`config.mk`:
```
export PLATFORM = sky130hd
export DESIGN_NAME = pc_controller
export DESIGN_NICKNAME = d
export VERILOG_FILES = /design/src/rtl/pc_controller_pkg.sv /design/src/rtl/pc_next_sel.sv /design/src/rtl/pc_controller.sv
export SDC_FILE = /design/constraint.sdc
export NUM_CORES = 1
export LEC_CHECK = 0
export CAP_MARGIN = 5
export CORE_MARGIN = 5
export CORE_UTILIZATION = 30
export DETAILED_ROUTE_END_ITERATION = 8
export GPL_TIMING_DRIVEN = 0
export MAX_ROUTING_LAYER = met4
export PLACE_DENSITY = 0.71
export SYNTH_ARGS = -nofsm -noshare
export SYNTH_HDL_FRONTEND = slang
export SYNTH_SLANG_ARGS = --single-unit
```
`constraint.sdc`:
```
create_clock -name clk -period 3.2 [get_ports clk]
set_clock_uncertainty 0.15 [all_clocks]
set_input_delay 0.64 -clock clk [delete_from_list [all_inputs] [get_ports clk]]
set_output_delay 0.64 -clock clk [all_outputs]
set_load 0.01 [all_outputs]
```
`src/rtl/pc_controller_pkg.sv`:
```
// Shared types and constants for the program-counter controller.
// Pure declarations, no logic and no latency.
// No flow control here. The package only defines the word width, the state enum and the default fetch step.
package pc_controller_pkg;

    localparam int unsigned WORD_SIZE = 32;

    // Sequential fetch step in bytes (one 32-bit instruction).
    localparam logic [WORD_SIZE-1:0] PC_INCREMENT_DEFAULT = 32'd4;

    typedef enum logic [1:0] {
        ST_RUN   = 2'd0,
        ST_FLUSH = 2'd1,
        ST_HALT  = 2'd2
    } pc_state_e;

    // Redirect targets are forced onto a word boundary.
    function automatic logic [WORD_SIZE-1:0] word_align(input logic [WORD_SIZE-1:0] addr);
        return {addr[WORD_SIZE-1:2], 2'b00};
    endfunction

endpackage

```
`src/rtl/pc_next_sel.sv`:
```
// Next-PC selection: picks hold / redirect target / sequential PC by priority halt > redirect > stall > increment.
// Purely combinational, zero cycles.
// No handshake. Stall and halt simply select the current PC.
// Ports:
//   pc_i                        current fetch address
//   stall_i, halt_i             hold requests
//   alu_branch_i, control_branch_i, branch_target_i   conditional branch inputs
//   jump_i, jump_target_i       unconditional jump inputs
//   redirect_o                  jump or taken branch this cycle
//   misaligned_o                raw selected target has nonzero low bits
//   seq_pc_o                    pc_i + PC_INCREMENT (wraps modulo 2^32)
//   next_pc_o                   prioritised next PC while running
module pc_next_sel
    import pc_controller_pkg::*;
#(
    parameter logic [WORD_SIZE-1:0] PC_INCREMENT = PC_INCREMENT_DEFAULT
) (
    input  logic [WORD_SIZE-1:0] pc_i,
    input  logic                 stall_i,
    input  logic                 halt_i,
    input  logic                 alu_branch_i,
    input  logic                 control_branch_i,
    input  logic [WORD_SIZE-1:0] branch_target_i,
    input  logic                 jump_i,
    input  logic [WORD_SIZE-1:0] jump_target_i,
    output logic                 redirect_o,
    output logic                 misaligned_o,
    output logic [WORD_SIZE-1:0] seq_pc_o,
    output logic [WORD_SIZE-1:0] next_pc_o
);

    logic [WORD_SIZE-1:0] raw_target;
    logic                 taken;

    always_comb begin
        // A jump always wins the target mux, even if a branch is also taken.
        raw_target   = jump_i ? jump_target_i : branch_target_i;
        taken        = alu_branch_i & control_branch_i;
        redirect_o   = jump_i | taken;
        misaligned_o = |raw_target[1:0];
        seq_pc_o     = pc_i + PC_INCREMENT;

        if (halt_i) begin
            next_pc_o = pc_i;
        end else if (redirect_o) begin
            next_pc_o = word_align(raw_target);
        end else if (stall_i) begin
            next_pc_o = pc_i;
        end else begin
            next_pc_o = seq_pc_o;
        end
    end

endmodule

```
`src/rtl/pc_controller.sv`:
```
// Program-counter controller with RUN / FLUSH / HALT states, redirect flush and misalignment pulse.
// All outputs registered. A redirect shows its target (with flush) one cycle after it is presented.
// stall holds pc without dropping pc_valid. halt parks the controller until resume.
// Ports:
//   clk, reset                  single clock, synchronous active-high reset
//   stall, halt, resume         hold / park / unpark requests
//   alu_branch, control_branch, branch_target   conditional branch
//   jump, jump_target           unconditional jump
//   pc, pc_valid, flush, halted, misaligned     registered status outputs
module pc_controller
    import pc_controller_pkg::*;
#(
    parameter logic [WORD_SIZE-1:0] RESET_VECTOR = 32'h0000_0000,
    parameter logic [WORD_SIZE-1:0] PC_INCREMENT = PC_INCREMENT_DEFAULT
) (
    input  logic                 clk,
    input  logic                 reset,
    input  logic                 stall,
    input  logic                 alu_branch,
    input  logic                 control_branch,
    input  logic [WORD_SIZE-1:0] branch_target,
    input  logic                 jump,
    input  logic [WORD_SIZE-1:0] jump_target,
    input  logic                 halt,
    input  logic                 resume,
    output logic [WORD_SIZE-1:0] pc,
    output logic                 pc_valid,
    output logic                 flush,
    output logic                 halted,
    output logic                 misaligned
);

    pc_state_e            state_q;
    logic [WORD_SIZE-1:0] pc_q;
    logic                 pc_valid_q;
    logic                 flush_q;
    logic                 halted_q;
    logic                 misaligned_q;

    logic [WORD_SIZE-1:0] pc_d;
    logic [WORD_SIZE-1:0] seq_pc;
    logic                 redirect;
    logic                 target_misaligned;

    pc_next_sel #(
        .PC_INCREMENT (PC_INCREMENT)
    ) u_next_sel (
        .pc_i             (pc_q),
        .stall_i          (stall),
        .halt_i           (halt),
        .alu_branch_i     (alu_branch),
        .control_branch_i (control_branch),
        .branch_target_i  (branch_target),
        .jump_i           (jump),
        .jump_target_i    (jump_target),
        .redirect_o       (redirect),
        .misaligned_o     (target_misaligned),
        .seq_pc_o         (seq_pc),
        .next_pc_o        (pc_d)
    );

    always_ff @(posedge clk) begin
        if (reset) begin
            state_q      <= ST_RUN;
            pc_q         <= RESET_VECTOR;
            pc_valid_q   <= 1'b0;
            flush_q      <= 1'b0;
            halted_q     <= 1'b0;
            misaligned_q <= 1'b0;
        end else begin
            // flush and misaligned are single-cycle unless re-armed below.
            flush_q      <= 1'b0;
            misaligned_q <= 1'b0;
            case (state_q)
                ST_HALT: begin
                    // Only resume matters here. It beats a simultaneous halt.
                    if (resume) begin
                        pc_q       <= seq_pc;
                        state_q    <= ST_RUN;
                        halted_q   <= 1'b0;
                        pc_valid_q <= 1'b1;
                    end
                end
                default: begin
                    if (!pc_valid_q) begin
                        // RUN with pc_valid low only happens on the first edge out of reset.
                        // That edge presents RESET_VECTOR as a live fetch without advancing.
                        pc_valid_q <= 1'b1;
                    end else begin
                        pc_q <= pc_d;
                        if (halt) begin
                            state_q    <= ST_HALT;
                            halted_q   <= 1'b1;
                            pc_valid_q <= 1'b0;
                        end else if (redirect) begin
                            state_q      <= ST_FLUSH;
                            flush_q      <= 1'b1;
                            misaligned_q <= target_misaligned;
                        end else begin
                            state_q <= ST_RUN;
                        end
                    end
                end
            endcase
        end
    end

    assign pc         = pc_q;
    assign pc_valid   = pc_valid_q;
    assign flush      = flush_q;
    assign halted     = halted_q;
    assign misaligned = misaligned_q;

endmodule

```
# After elaboration in Yosys (flattened, before gate mapping)
# Cells that the tools add are included.
[word_totals]
register_bits = 38
wordCells = 44
in_bits = 72
output_inout_bits = 36
[op_classes]
n_addsub = 1
bitwise_logic = 4
n_mux = 21
reduce_logical = 8
n_eq_ne = 4
[ops]
columns = ["cell", "count"]
rows = [
  ["32-bit two-way mux", 7],
  ["32-bit by 3-bit adder with 32-bit output, second input constant", 1],
  ["1-bit two-way mux", 10],
  ["2-bit two-way mux", 4],
  ["5-bit OR reduction", 1],
  ["4-bit AND reduction", 1],
  ["2-bit nonzero test", 2],
  ["4-bit OR reduction", 1],
  ["3-bit by 1-bit inequality test with 1-bit output, second input constant", 1],
  ["3-bit AND reduction", 1],
  ["2-bit equality test, second input constant", 1],
  ["2-bit by 1-bit inequality test with 1-bit output, second input constant", 1],
  ["2-bit inequality test, second input constant", 1],
  ["1-bit inverter", 2],
  ["2-bit AND reduction", 1],
  ["2-bit OR reduction", 1],
  ["1-bit AND", 1],
  ["1-bit OR", 1],
]

# Depth between registers and ports, before layout
[depth]
depth_word = 6
mapped_depth = 8
mapped_depth_nobuf = 6

# Hierarchy
# A second synthesis with hierarchy kept.
[unflattened]
cells_unflattened = 517
area_unflattened_um2 = 3971.3
[modules_own_cells]
columns = ["module", "area_per_inst_um2", "cells_per_inst", "seq_area_each_um2", "n_inst"]
rows = [
  ["pc_controller", 2020.7, 209, 760.7, 1],
  ["pc_next_sel", 1950.6, 308, 0.0, 1],
]

# Worst setup path before layout
# No wires, ideal clock.
[synth_path]
path_type = "input port to flip-flop"
start = "input jump"
end = "register pc_q[31], in the netlist pc[31]"
path_buffers = 2
arrival_time_ns = 2.367
t_required_ns = 2.973
setup_slack_ns = 0.606
setup_time_ns = 0.077
cell_stages = 7
path_cell_list = "buf_2 a21oi_1 a2111oi_1 nor2_1 clkbuf_1 or4_1 a41oi_2"
[synth_between]
elab_chain_cells = 5
word_cells_on_any_way = 8
cone_classes = "eq/ne (1); mux (5); bitwise (1); reduce/logical (1)"
[synth_rtl]
columns = ["item", "line_no", "source"]
rows = [
  ["start, declared", "pc_controller.sv:22", "input logic jump,"],
  ["32-bit two-way mux or 1-bit OR (tied branches)", "pc_next_sel.sv:37, pc_next_sel.sv:39", ""],
  ["32-bit two-way mux", "pc_next_sel.sv:45", "end else if (redirect_o) begin"],
  ["32-bit two-way mux", "pc_next_sel.sv:43", "if (halt_i) begin"],
  ["32-bit two-way mux", "pc_controller.sv:85", "if (!pc_valid_q) begin"],
  ["32-bit two-way mux", "pc_controller.sv:74", "case (state_q)"],
  ["end signal, assigned", "pc_controller.sv:78", "pc_q <= seq_pc;"],
  ["end signal, assigned", "pc_controller.sv:90", "pc_q <= pc_d;"],
  ["end, declared", "pc_controller.sv:34", "logic [WORD_SIZE-1:0] pc_q;"],
]
# Parallel ways exist; a longest one is shown, timed or not. The select of a mux whose other input is x is not followed.
# A chain may end at the register's enable or synchronous reset.

# Worst setup path in the final report
[layout_path]
start = "input alu_branch"
end = "register pc_q[9], in the netlist pc[9]"
[layout_between]
elab_chain_cells = 6
word_cells_on_any_way = 8
cone_classes = "eq/ne (1); mux (4); bitwise (2); reduce/logical (1)"
[layout_rtl]
columns = ["item", "line_no", "source"]
rows = [
  ["start, declared", "pc_controller.sv:19", "input logic alu_branch,"],
  ["1-bit AND (*)", "pc_next_sel.sv:38", "taken = alu_branch_i & control_branch_i;"],
  ["1-bit OR (*)", "pc_next_sel.sv:39", "redirect_o = jump_i | taken;"],
  ["32-bit two-way mux", "pc_next_sel.sv:45", ""],
  ["32-bit two-way mux", "pc_next_sel.sv:43", ""],
  ["32-bit two-way mux", "pc_controller.sv:85", ""],
  ["32-bit two-way mux", "pc_controller.sv:74", ""],
]
# Every way passes the cells marked *; elsewhere a longest branch is shown, timed or not. The select of a mux whose other input is x is not followed.

==> metrics.yaml <==
layout_commonest_cell: "clkdlybuf4s50_1"
wl_per_cell_um: 17.3
die_area_sq_mm: 0.0103
cts_made_buffers: 5
synth_area_sq_mm: 0.00250
start_util_pct: 30.6
clk_latency_ns: 0.29
synthSimpleGateAreaFrac_pct: 30.5
drc: 0
fillers: 831
postSynthCellCount: 334
path_clk_slew_ns: 0.07
max_freq_ghz: 0.328
post-route-min-period_ns: 3.05
synth.distinct_cells: 49
setup-violations-final: 0
cp.required_ns: 3.27
drt_iter0_drc: 251
wirelength_mm: 9.52
hp-class: "reg -> reg"
hold_buffers: 0
cp_max_fo: 10
drive_above_1_share_pct: 6.50
place_congestion: 0.871
drt-vias-per-instance: 5.53
crit_type: "in -> reg"
relSlewSlack_pct: 36.0
rsz0062_at_grt: "no"
worstPathArrival_ns: 3.11
antenna_found_initial: 0
port_buffers: 103
dr_total_vias: 3048
grt_pass1_wl_mm: 15.1
synth-main-ff-cell: "dfxtp_1"
outcome: "complete, no violations"
grt_max_degree: 12
tns_ns: 0
cts_resized: 0
synth_area_leaders: "dfxtp_1 (29%), mux2i_1 (10%), o21ai_0 (5.0%)"
postRouteAntennaNets: 0
synth_top_family_by_area: "simple AND/OR/NAND/NOR gates"
yosysWarnings: 0
synth_adder_area_share_pct: 0.500
synth_xor_area_share_pct: 0
die_w_um: 101
pin_count: 108
place_hpwl_mm: 7.15
cts_tree: "done"
finalHoldViolations: 0
synth_compound_area_share_pct: 21.5
hold_ws_ns: 0.350
gr-total-overflow: 0
synth-edff-count: 0
ys_ff_latch: 36
synthMuxAreaShare_pct: 13.1
syn2layout_area_growth_pct: 50.5
drv_slew: 0
post-cts-setup-buffer-count: 0
drv_cap: 0
synth_top_area_share_pct: 28.8
ir_drop_uv: 178
cts_root_buffer: "clkbuf_8"
synth_async_sr_flop_share_pct: 0
final_cell_mix: "clkdlybuf4s50_1 (103), dfxtp_1 (36), nor2_1 (32)"
tightest_slew_ns: 0.952
htreeDepth: 2
start_kind: "primary input"
firstDrtPassIters: 5
yosys.area.top_type: "dfxtp_1"
avgSynthCellArea_sq_um: 7.49
fin_crit_sh_pct: 95.2
ys_seq_area_share_pct: 28.8
pwr_density_cell_mw_per_mm2: 339
grt_pass1_vias: 3153
row_count: 33
leakage_nw: 1.28
endpoint_kind: "flop"
die_h_um: 101
clock-sinks: 36
cts_buffer_depth: 2
grtUsageTotal_pct: 18.7
diodes: 0
coreArea_sq_mm: 0.00818
fin_nets: 518
-- logic make-up (layout without fill, tap and decap cells) --
logic type | Yosys count | after routing
buffers and inverters | 34 | 145
other | 1 | 2
DFF | 36 | 36
AOI/OAI and AO/OA | 85 | 85
adders and majority gates | 1 | 1
muxes | 32 | 32
and+or+nand+nor | 145 | 145
-- area by class of cell --
class / instances / area [sq um] / area share, %
sequential: 36 / 721 / 19.1
tap: 105 / 131 / 3.49
multi-input combinational: 265 / 1650 / 43.9
clock inverter: 2 / 10.0 / 0.266
clock buffer: 6 / 82.6 / 2.19
timing repair buffer: 103 / 1030 / 27.4
buffer: 28 / 116 / 3.09
inverter: 6 / 22.5 / 0.598
-- metrics by stage --
| stage | total power [mW] | utilization (%) | instance area, sq um | setup slack [ns] | std cells |
|---|---|---|---|---|---|
| detailed placement | 0.933 | 44.9 | 3670 | -0.234 | 543 |
| floorplan | 0.716 | - | 2510 | 0.606 | 335 |
| finish | 1.28 | 46.1 | 3770 | 0.154 | 551 |
| global placement | 0.924 | 44.9 | 3670 | -0.197 | 543 |
| global route | 1.34 | 46.1 | 3770 | 0.0264 | 551 |
| CTS | 1.27 | 46.0 | 3760 | 0.0537 | 551 |
-- path summary, 6_finish.rpt --
check	from	end	slack [ns]	cells after the start
worst max register to register	pc[6]$_SDFFE_PP0P_	pc[29]$_SDFFE_PP0P_	0.38	5
worst max-delay path	alu_branch	pc[9]$_SDFFE_PP0P_	0.15	8
worst min-delay path	halted$_SDFFE_PP0P_	halted$_SDFFE_PP0P_	0.35	2
worst min register to register	halted$_SDFFE_PP0P_	halted$_SDFFE_PP0P_	0.35	2
-- layer usage --
metal	GRT usage, %	up-vias	share of wire [%]	wire [um]
met5	-	-	0	0
met4	6.24	0	2.0	195
met3	4.20	19	8.6	822
met2	31.5	162	48	4570
met1	22.0	1404	41	3930
li1	-	1463	-	-
-- critical path, stage by stage --
cell and delay [ns]:
clkdlybuf4s50_1 0.40, a21oi_1 0.43, a2111oi_2 0.18, nor2_1 0.19
clkbuf_1 0.44, clkbuf_1 0.49, o21ai_0 0.20, a21oi_1 0.14
-- where the power goes --
part / internal, mW / switching (mW) / total [mW]
logic: 0.207 / 0.198 / 0.405
clock network: 0.172 / 0.174 / 0.347
registers: 0.480 / 0.0435 / 0.524
-- sequential cells by signal (all words and copies together) (netlist names) --
register    count
misaligned      1
pc_valid        1
pc             30
state_q         2
halted          1
flush           1
-- cells in the mapped netlist (7+ instances only) --
library cell	number
nand2_1	24
a21oi_1	24
nor4_1	7
nand3_1	24
or4_1	8
dfxtp_1	36
mux2i_1	26
o21ai_0	25
clkbuf_1	22
nor3_1	11
a31oi_1	9
nor2_1	32
No activity file was read; power rests on OpenSTA's default activity.
